--- src/rtl/caf_sweep_ctrl.sv ---
// -----------------------------------------------------------------------------
// caf_sweep_ctrl
//
// Sequencer for the CAF peak search. It walks the frequency-shift stage through
// freq_bins bins. For each bin it launches one correlation pass, then takes the
// per-bin arg_max result over a valid/ready handshake. While doing so it keeps
// a running global peak. The final (magnitude, time index, bin) triple goes to
// downstream logic over a second valid/ready handshake.
//
// Ports
//   clk, rst_n              : clock (rising edge), asynchronous active-low reset
//   start                   : sweep request, only looked at while idle
//   freq_bin, bin_start     : current bin and one-cycle pass launch pulse
//   res_valid/res_ready     : per-bin result handshake
//   res_max, res_index      : per-bin peak magnitude and time index
//   best_max/index/freq     : global peak triple
//   out_valid/out_ready     : final result handshake
//   busy                    : high whenever a sweep is in progress or held
//   timeout_err             : sweep aborted because a bin never answered
// -----------------------------------------------------------------------------
module caf_sweep_ctrl #(
  parameter int freq_bins      = 16,
  parameter int freq_bits      = 4,
  parameter int index_bits     = 4,
  parameter int out_max_bits   = 4,
  parameter int timeout_cycles = 1024
) (
  input  logic                    clk,
  input  logic                    rst_n,
  input  logic                    start,
  output logic [freq_bits-1:0]    freq_bin,
  output logic                    bin_start,
  input  logic                    res_valid,
  input  logic [out_max_bits-1:0] res_max,
  input  logic [index_bits:0]     res_index,
  output logic                    res_ready,
  output logic [out_max_bits-1:0] best_max,
  output logic [index_bits:0]     best_index,
  output logic [freq_bits-1:0]    best_freq,
  output logic                    out_valid,
  input  logic                    out_ready,
  output logic                    busy,
  output logic                    timeout_err
);

  typedef enum logic [1:0] {
    S_IDLE   = 2'd0,
    S_LAUNCH = 2'd1,
    S_WAIT   = 2'd2,
    S_DONE   = 2'd3
  } state_t;

  localparam logic [freq_bits-1:0] last_bin    = freq_bits'(freq_bins - 1);
  localparam logic [31:0]          timeout_lim = 32'(timeout_cycles);

  state_t                  state_q, state_d;
  logic [freq_bits-1:0]    bin_q, bin_d;
  logic [31:0]             wait_cnt_q, wait_cnt_d;
  logic [out_max_bits-1:0] best_max_q, best_max_d;
  logic [index_bits:0]     best_index_q, best_index_d;
  logic [freq_bits-1:0]    best_freq_q, best_freq_d;
  logic                    timeout_err_q, timeout_err_d;
  logic                    bin_start_q, bin_start_d;
  logic                    res_ready_q, res_ready_d;
  logic                    out_valid_q, out_valid_d;
  logic                    busy_q, busy_d;

  logic                    wait_expired;
  logic                    is_last_bin;
  logic                    take_result;

  assign wait_expired = (wait_cnt_q == timeout_lim);
  assign is_last_bin  = (bin_q == last_bin);
  // Bin 0 loads unconditionally so stale results from a previous sweep never
  // survive; strict compare keeps the earlier bin on ties.
  assign take_result  = (bin_q == '0) || (res_max > best_max_q);

  // State register
  always_ff @(posedge clk or negedge rst_n) begin
    if (!rst_n) begin
      state_q <= S_IDLE;
    end else begin
      state_q <= state_d;
    end
  end

  // Next-state decode; res_valid on the limit cycle wins over the timeout
  always_comb begin
    state_d = state_q;
    case (state_q)
      S_IDLE: begin
        if (start) begin
          state_d = S_LAUNCH;
        end else begin
          state_d = S_IDLE;
        end
      end
      S_LAUNCH: begin
        state_d = S_WAIT;
      end
      S_WAIT: begin
        if (res_valid) begin
          if (is_last_bin) begin
            state_d = S_DONE;
          end else begin
            state_d = S_LAUNCH;
          end
        end else if (wait_expired) begin
          state_d = S_DONE;
        end else begin
          state_d = S_WAIT;
        end
      end
      S_DONE: begin
        if (out_ready) begin
          state_d = S_IDLE;
        end else begin
          state_d = S_DONE;
        end
      end
      default: begin
        state_d = S_IDLE;
      end
    endcase
  end

  // Datapath next values: bin counter, wait counter, global peak, error flag
  always_comb begin
    bin_d         = bin_q;
    wait_cnt_d    = wait_cnt_q;
    best_max_d    = best_max_q;
    best_index_d  = best_index_q;
    best_freq_d   = best_freq_q;
    timeout_err_d = timeout_err_q;
    case (state_q)
      S_IDLE: begin
        if (start) begin
          bin_d         = '0;
          timeout_err_d = 1'b0;
        end else begin
          bin_d         = bin_q;
        end
      end
      S_LAUNCH: begin
        wait_cnt_d = 32'd0;
      end
      S_WAIT: begin
        if (res_valid) begin
          if (take_result) begin
            best_max_d   = res_max;
            best_index_d = res_index;
            best_freq_d  = bin_q;
          end else begin
            best_max_d   = best_max_q;
          end
          if (is_last_bin) begin
            bin_d = bin_q;
          end else begin
            bin_d = bin_q + freq_bits'(1);
          end
        end else if (wait_expired) begin
          timeout_err_d = 1'b1;
        end else begin
          wait_cnt_d = wait_cnt_q + 32'd1;
        end
      end
      S_DONE: begin
        bin_d = bin_q;
      end
      default: begin
        bin_d = bin_q;
      end
    endcase
  end

  // Output decode from the next state so every flag is registered in step
  // with the state it describes
  always_comb begin
    bin_start_d = 1'b0;
    res_ready_d = 1'b0;
    out_valid_d = 1'b0;
    busy_d      = 1'b1;
    case (state_d)
      S_IDLE:   busy_d      = 1'b0;
      S_LAUNCH: bin_start_d = 1'b1;
      S_WAIT:   res_ready_d = 1'b1;
      S_DONE:   out_valid_d = 1'b1;
      default:  busy_d      = 1'b0;
    endcase
  end

  // Datapath and output registers
  always_ff @(posedge clk or negedge rst_n) begin
    if (!rst_n) begin
      bin_q         <= '0;
      wait_cnt_q    <= 32'd0;
      best_max_q    <= '0;
      best_index_q  <= '0;
      best_freq_q   <= '0;
      timeout_err_q <= 1'b0;
      bin_start_q   <= 1'b0;
      res_ready_q   <= 1'b0;
      out_valid_q   <= 1'b0;
      busy_q        <= 1'b0;
    end else begin
      bin_q         <= bin_d;
      wait_cnt_q    <= wait_cnt_d;
      best_max_q    <= best_max_d;
      best_index_q  <= best_index_d;
      best_freq_q   <= best_freq_d;
      timeout_err_q <= timeout_err_d;
      bin_start_q   <= bin_start_d;
      res_ready_q   <= res_ready_d;
      out_valid_q   <= out_valid_d;
      busy_q        <= busy_d;
    end
  end

  assign freq_bin    = bin_q;
  assign bin_start   = bin_start_q;
  assign res_ready   = res_ready_q;
  assign best_max    = best_max_q;
  assign best_index  = best_index_q;
  assign best_freq   = best_freq_q;
  assign out_valid   = out_valid_q;
  assign busy        = busy_q;
  assign timeout_err = timeout_err_q;

endmodule
--- config.mk ---
export PLATFORM = sky130hd
export DESIGN_NAME = caf_sweep_ctrl
export DESIGN_NICKNAME = d
export VERILOG_FILES = /design/src/rtl/caf_sweep_ctrl.sv
export SDC_FILE = /design/constraint.sdc
export NUM_CORES = 1
export LEC_CHECK = 0
export ABC_CLOCK_PERIOD_IN_PS = 4800
export CAP_MARGIN = 10
export CORE_MARGIN = 8
export CORE_UTILIZATION = 50
export DETAILED_ROUTE_END_ITERATION = 10
export HOLD_SLACK_MARGIN = 0.12
export PLACE_DENSITY = 0.73
export SYNTH_ARGS = -nofsm -noshare
export SYNTH_HDL_FRONTEND = slang
export SYNTH_SLANG_ARGS = --single-unit
--- constraint.sdc ---
create_clock -name clk -period 4.8 [get_ports clk]
set_input_delay 1.44 -clock clk [delete_from_list [all_inputs] [get_ports clk]]
set_output_delay 1.44 -clock clk [all_outputs]
set_load 0.005 [all_outputs]
==> impl_summary.md <==
Routing
The via count of the routed design is 2465. The first-pass iteration count of the detailed router is 4. Once detail routing completed, the nets flagged for antenna violations numbered 0. The detailed-route wire length on metal 1 is 3.083 mm. The routed wire length is 6.777 mm. In the routed layout, each cell is associated on average with a via count of 5.897. The sum of met3 wire segment lengths after detailed routing is 405 microns.

The starting DRC count in detailed routing is 162. The uppermost signal routing layer after detailed routing is met4. For this run, design rule violations remaining after detail routing come to 0. After detailed routing, the average wire length per cell comes to 16.21 microns.

Summed over all nets, wire length on met2 after detailed routing comes to 3.228 mm.

Worst setup path
In this run the critical register-to-register path is captured at wait_cnt_q[15]. The worst register-to-register path has a setup slack of 1.58 ns. Counting cells, the worst reg-to-reg path comes to 7.

The beginning of the worst register-to-register path is wait_cnt_q[2]. The data arrival at the endpoint of the critical path is 4.12 ns. The launching element type of the critical path is an input pin. The worst setup path is of the in -> reg kind. Data on the critical path is required at its endpoint by 5.05 ns. The highest net fanout along the worst path is 27. The kind of capture point of the worst setup path is a flop.

Die
The initial standard-cell utilization of the core is 0.5039. In this run the count of I/O pins placed on the die edge is 36. The floorplan core area is 5781 sq um. After floorplanning, the core was divided into 28 placement rows. The die width is 92.33 microns. Measured along the y axis, the die boundary spans 92.33 microns. The overall die area is 8524 sq um.

Cells and area
The number of antenna diodes in the final layout is 0. The share of cells above drive strength 1 is 0.09038. Compared with the post-synthesis result, the final layout area differs by 17.87%. In the final design database the tool counted 364 nets.

Synthesis
The synthesized netlist contains 42 unique library cells. After synthesis, the share of flip-flops with an asynchronous set or reset is 1.000. During synthesis, Yosys emitted a total of 0 warnings. In the synthesized netlist the dominant register cell turns out to be sky130_fd_sc_hd__dfrtp_1.

The register bit total from synthesis is 56. The post-synthesis average cell area is 9.519 sq um. The fraction of the yosys area taken by sequential cells is 0.4811.

The cell area that synthesis handed to floorplanning was 2913 sq um. The number of enable-type register cells in the synthesized netlist is 0. The synthesized netlist cell count is 306.

The synthesized netlist net count is 328.

Global routing
The first global-routing pass estimated 11.76 mm of wire. For this run, the total global-route usage over all layers was measured as 0.1664. The number of antenna violations at the first check in global routing was 0. After global routing the overflow that remains totals 0.

The pin count of the biggest net entering global routing is 34. The number of global-route vias before repair is 2434.

Clocking
Clock tree synthesis selected as its root buffer the cell sky130_fd_sc_hd__clkbuf_8. The clock transition at the registers of the reported paths is 0.10 ns. The sink count of the clock tree is 56.

The maximum buffer depth of the clock tree is 2. The post-cts resize count is 0. The clock latency reported for the late side of the worst-skew pair is 0.31 ns. The number of H-tree levels is 2.

Once the clock tree was built, the setup fixing pass inserted 0 buffers. Hold repair after CTS inserted 0 buffers. The number of clock buffers inserted by TritonCTS is 5.

TritonCTS built the clock tree.

Place
Prior to clock tree synthesis, the placed netlist has a worst setup slack of 0.6688 ns. After legalization and detailed placement, the total HPWL measured 4.981 mm. The count of input and output buffers is 35. At the end of routability-driven placement, the weighted congestion stood at 0.8560.

Hold path
The number of instances on the worst hold path is 1. The source of the worst hold timing path is best_index[0]. The path class of the lowest-slack min-delay path is reg -> reg. The path with the worst hold slack has its endpoint at best_index[0].

Timing
The total count of max-transition violations in the final report is 0. Timing would allow up to 258.2 MHz. The worst-case clock skew is 0.009046 ns. Adding up every negative setup slack in the final design gives 0 ns. The minimum hold slack is 0.5166 ns. Of the available clock period, the critical path in the final layout requires 0.8067.

The max-slew headroom at the worst pin is 0.3355. The post-route minimum period is 3.872 ns. The final setup slack of the worst path is 0.9277 ns. For the pin with the worst max-slew slack, the measured transition is 0.9949 ns. The total setup violations reported at the end of the flow is 0. The number of failing hold endpoints at the final stage is 0. Setup repair after global routing left no endpoint under its margin.

Power and ir drop
The analysis attributes to cell leakage a power of 1.413 nW. The maximum ir drop on the vdd rail is 0.2121 mV. Dividing total power by cell area gives a power density of 453.6 nW/um^2.

Run status
The flow ran to the end, and the final reports show no timing, DRC or antenna violations.

Job
The number of maximum-capacitance violations is 0.
==> metrics by stage <==
stage	cells	power, mW	instance area [sq um]	util
6_report	418	1.557	3433	0.5939
2_1_floorplan	306	1.010	2913	-
3_5_place_dp	410	1.318	3344	0.5786
3_3_place_gp	410	1.293	3344	0.5786
5_1_grt	418	1.681	3433	0.5939
4_1_cts	418	1.577	3433	0.5939
==> cell families after synthesis <==
| kind of cell | count (synthesis) | share of synthesized area |
|---|---|---|
| DFF | 56 | 0.4811 |
| adders and majority gates | 8 | 0.03437 |
| and+or+nand+nor | 131 | 0.2401 |
| buffers and inverters | 24 | 0.03135 |
| muxes | 13 | 0.05026 |
| xor gates and xnor gates | 8 | 0.02406 |
| AOI/OAI and AO/OA | 66 | 0.1388 |
==> power breakdown <==
group	internal (mW)	leakage [nW]	total [mW]	switching [mW]
clock	0.104	0.0414	0.257	0.153
sequential	0.573	0.745	0.662	0.0884
combinational	0.304	0.626	0.638	0.334
==> per-layer routing <==
| metal | up-vias | global-route usage |
|---|---|---|
| li1 | 1204 | - |
| met1 | 1194 | 0.2069 |
| met2 | 62 | 0.2831 |
| met3 | 5 | 0.03964 |
| met4 | 0 | 0.04295 |
| met5 | - | 0 |
==> worst max-delay path by stage <==
stage	from	slack, ns	to	cells past startpoint
finish	start	0.93	wait_cnt_q[15]	8
global route	start	0.79	wait_cnt_q[15]	8
floorplan	res_max[1]	1.54	best_index[0]	8
global placement	start	0.70	wait_cnt_q[15]	8
CTS	start	0.98	wait_cnt_q[15]	8
detailed placement	res_valid	0.67	wait_cnt_q[24]	7
==> flip-flops by register name (all words and copies together) (netlist names) <==
register     cells
wait_cnt_q      32
best_index       5
best_freq        4
best_max         4
freq_bin         4
state_q          2
bin_start        1
busy             1
out_valid        1
res_ready        1
timeout_err      1
==> synth_stat cells (all sizes together), types with 9 or more instances <==
cell | count | share of area
dfrtp | 56 | 0.48
nand2 | 26 | 0.034
nor2 | 24 | 0.031
o21ai | 23 | 0.040
nand3 | 16 | 0.027
a21oi | 15 | 0.026
inv | 14 | 0.018
mux2 | 13 | 0.050
nand4 | 12 | 0.026
nor4 | 10 | 0.024
nor3 | 9 | 0.015
==> final cells by class <==
cell class | instances | area, sq um
Timing Repair Buffer | 38 | 367.9
Tap cell | 75 | 93.84
Fill cell | 519 | 2347
Clock inverter | 2 | 16.27
Sequential cell | 56 | 1401
Clock buffer | 6 | 72.57
Inverter | 15 | 56.30
Multi-Input combinational cell | 226 | 1425
==> layout by cell type, fill, tap and decap left out, types with 5 or more instances in the layout <==
cell / n
sky130_fd_sc_hd__dfrtp_1: 56
sky130_fd_sc_hd__clkdlybuf4s50_1: 34
sky130_fd_sc_hd__nor3_1: 9
sky130_fd_sc_hd__ha_1: 8
sky130_fd_sc_hd__nor2_1: 24
sky130_fd_sc_hd__clkbuf_8: 5
sky130_fd_sc_hd__or4_1: 6
sky130_fd_sc_hd__nand2_1: 26
sky130_fd_sc_hd__and3_1: 5
sky130_fd_sc_hd__a21oi_1: 15
sky130_fd_sc_hd__a31oi_1: 5
sky130_fd_sc_hd__o31ai_1: 8
sky130_fd_sc_hd__nand4_1: 12
sky130_fd_sc_hd__mux2_2: 13
sky130_fd_sc_hd__xnor2_1: 8
sky130_fd_sc_hd__nor4_1: 9
sky130_fd_sc_hd__or3_1: 5
sky130_fd_sc_hd__inv_1: 14
sky130_fd_sc_hd__o21ai_0: 22
sky130_fd_sc_hd__nand3_1: 16
==> worst max-delay path: stages <==
cell,delay (ns)
sky130_fd_sc_hd__clkdlybuf4s50_1,0.48
sky130_fd_sc_hd__nor3b_1,0.35
sky130_fd_sc_hd__a31oi_1,0.13
sky130_fd_sc_hd__o21a_1,0.18
sky130_fd_sc_hd__nand2_1,0.61
sky130_fd_sc_hd__clkinv_1,0.51
sky130_fd_sc_hd__a31oi_1,0.29
sky130_fd_sc_hd__a41o_1,0.12
No activity file was read; power rests on OpenSTA's default activity.
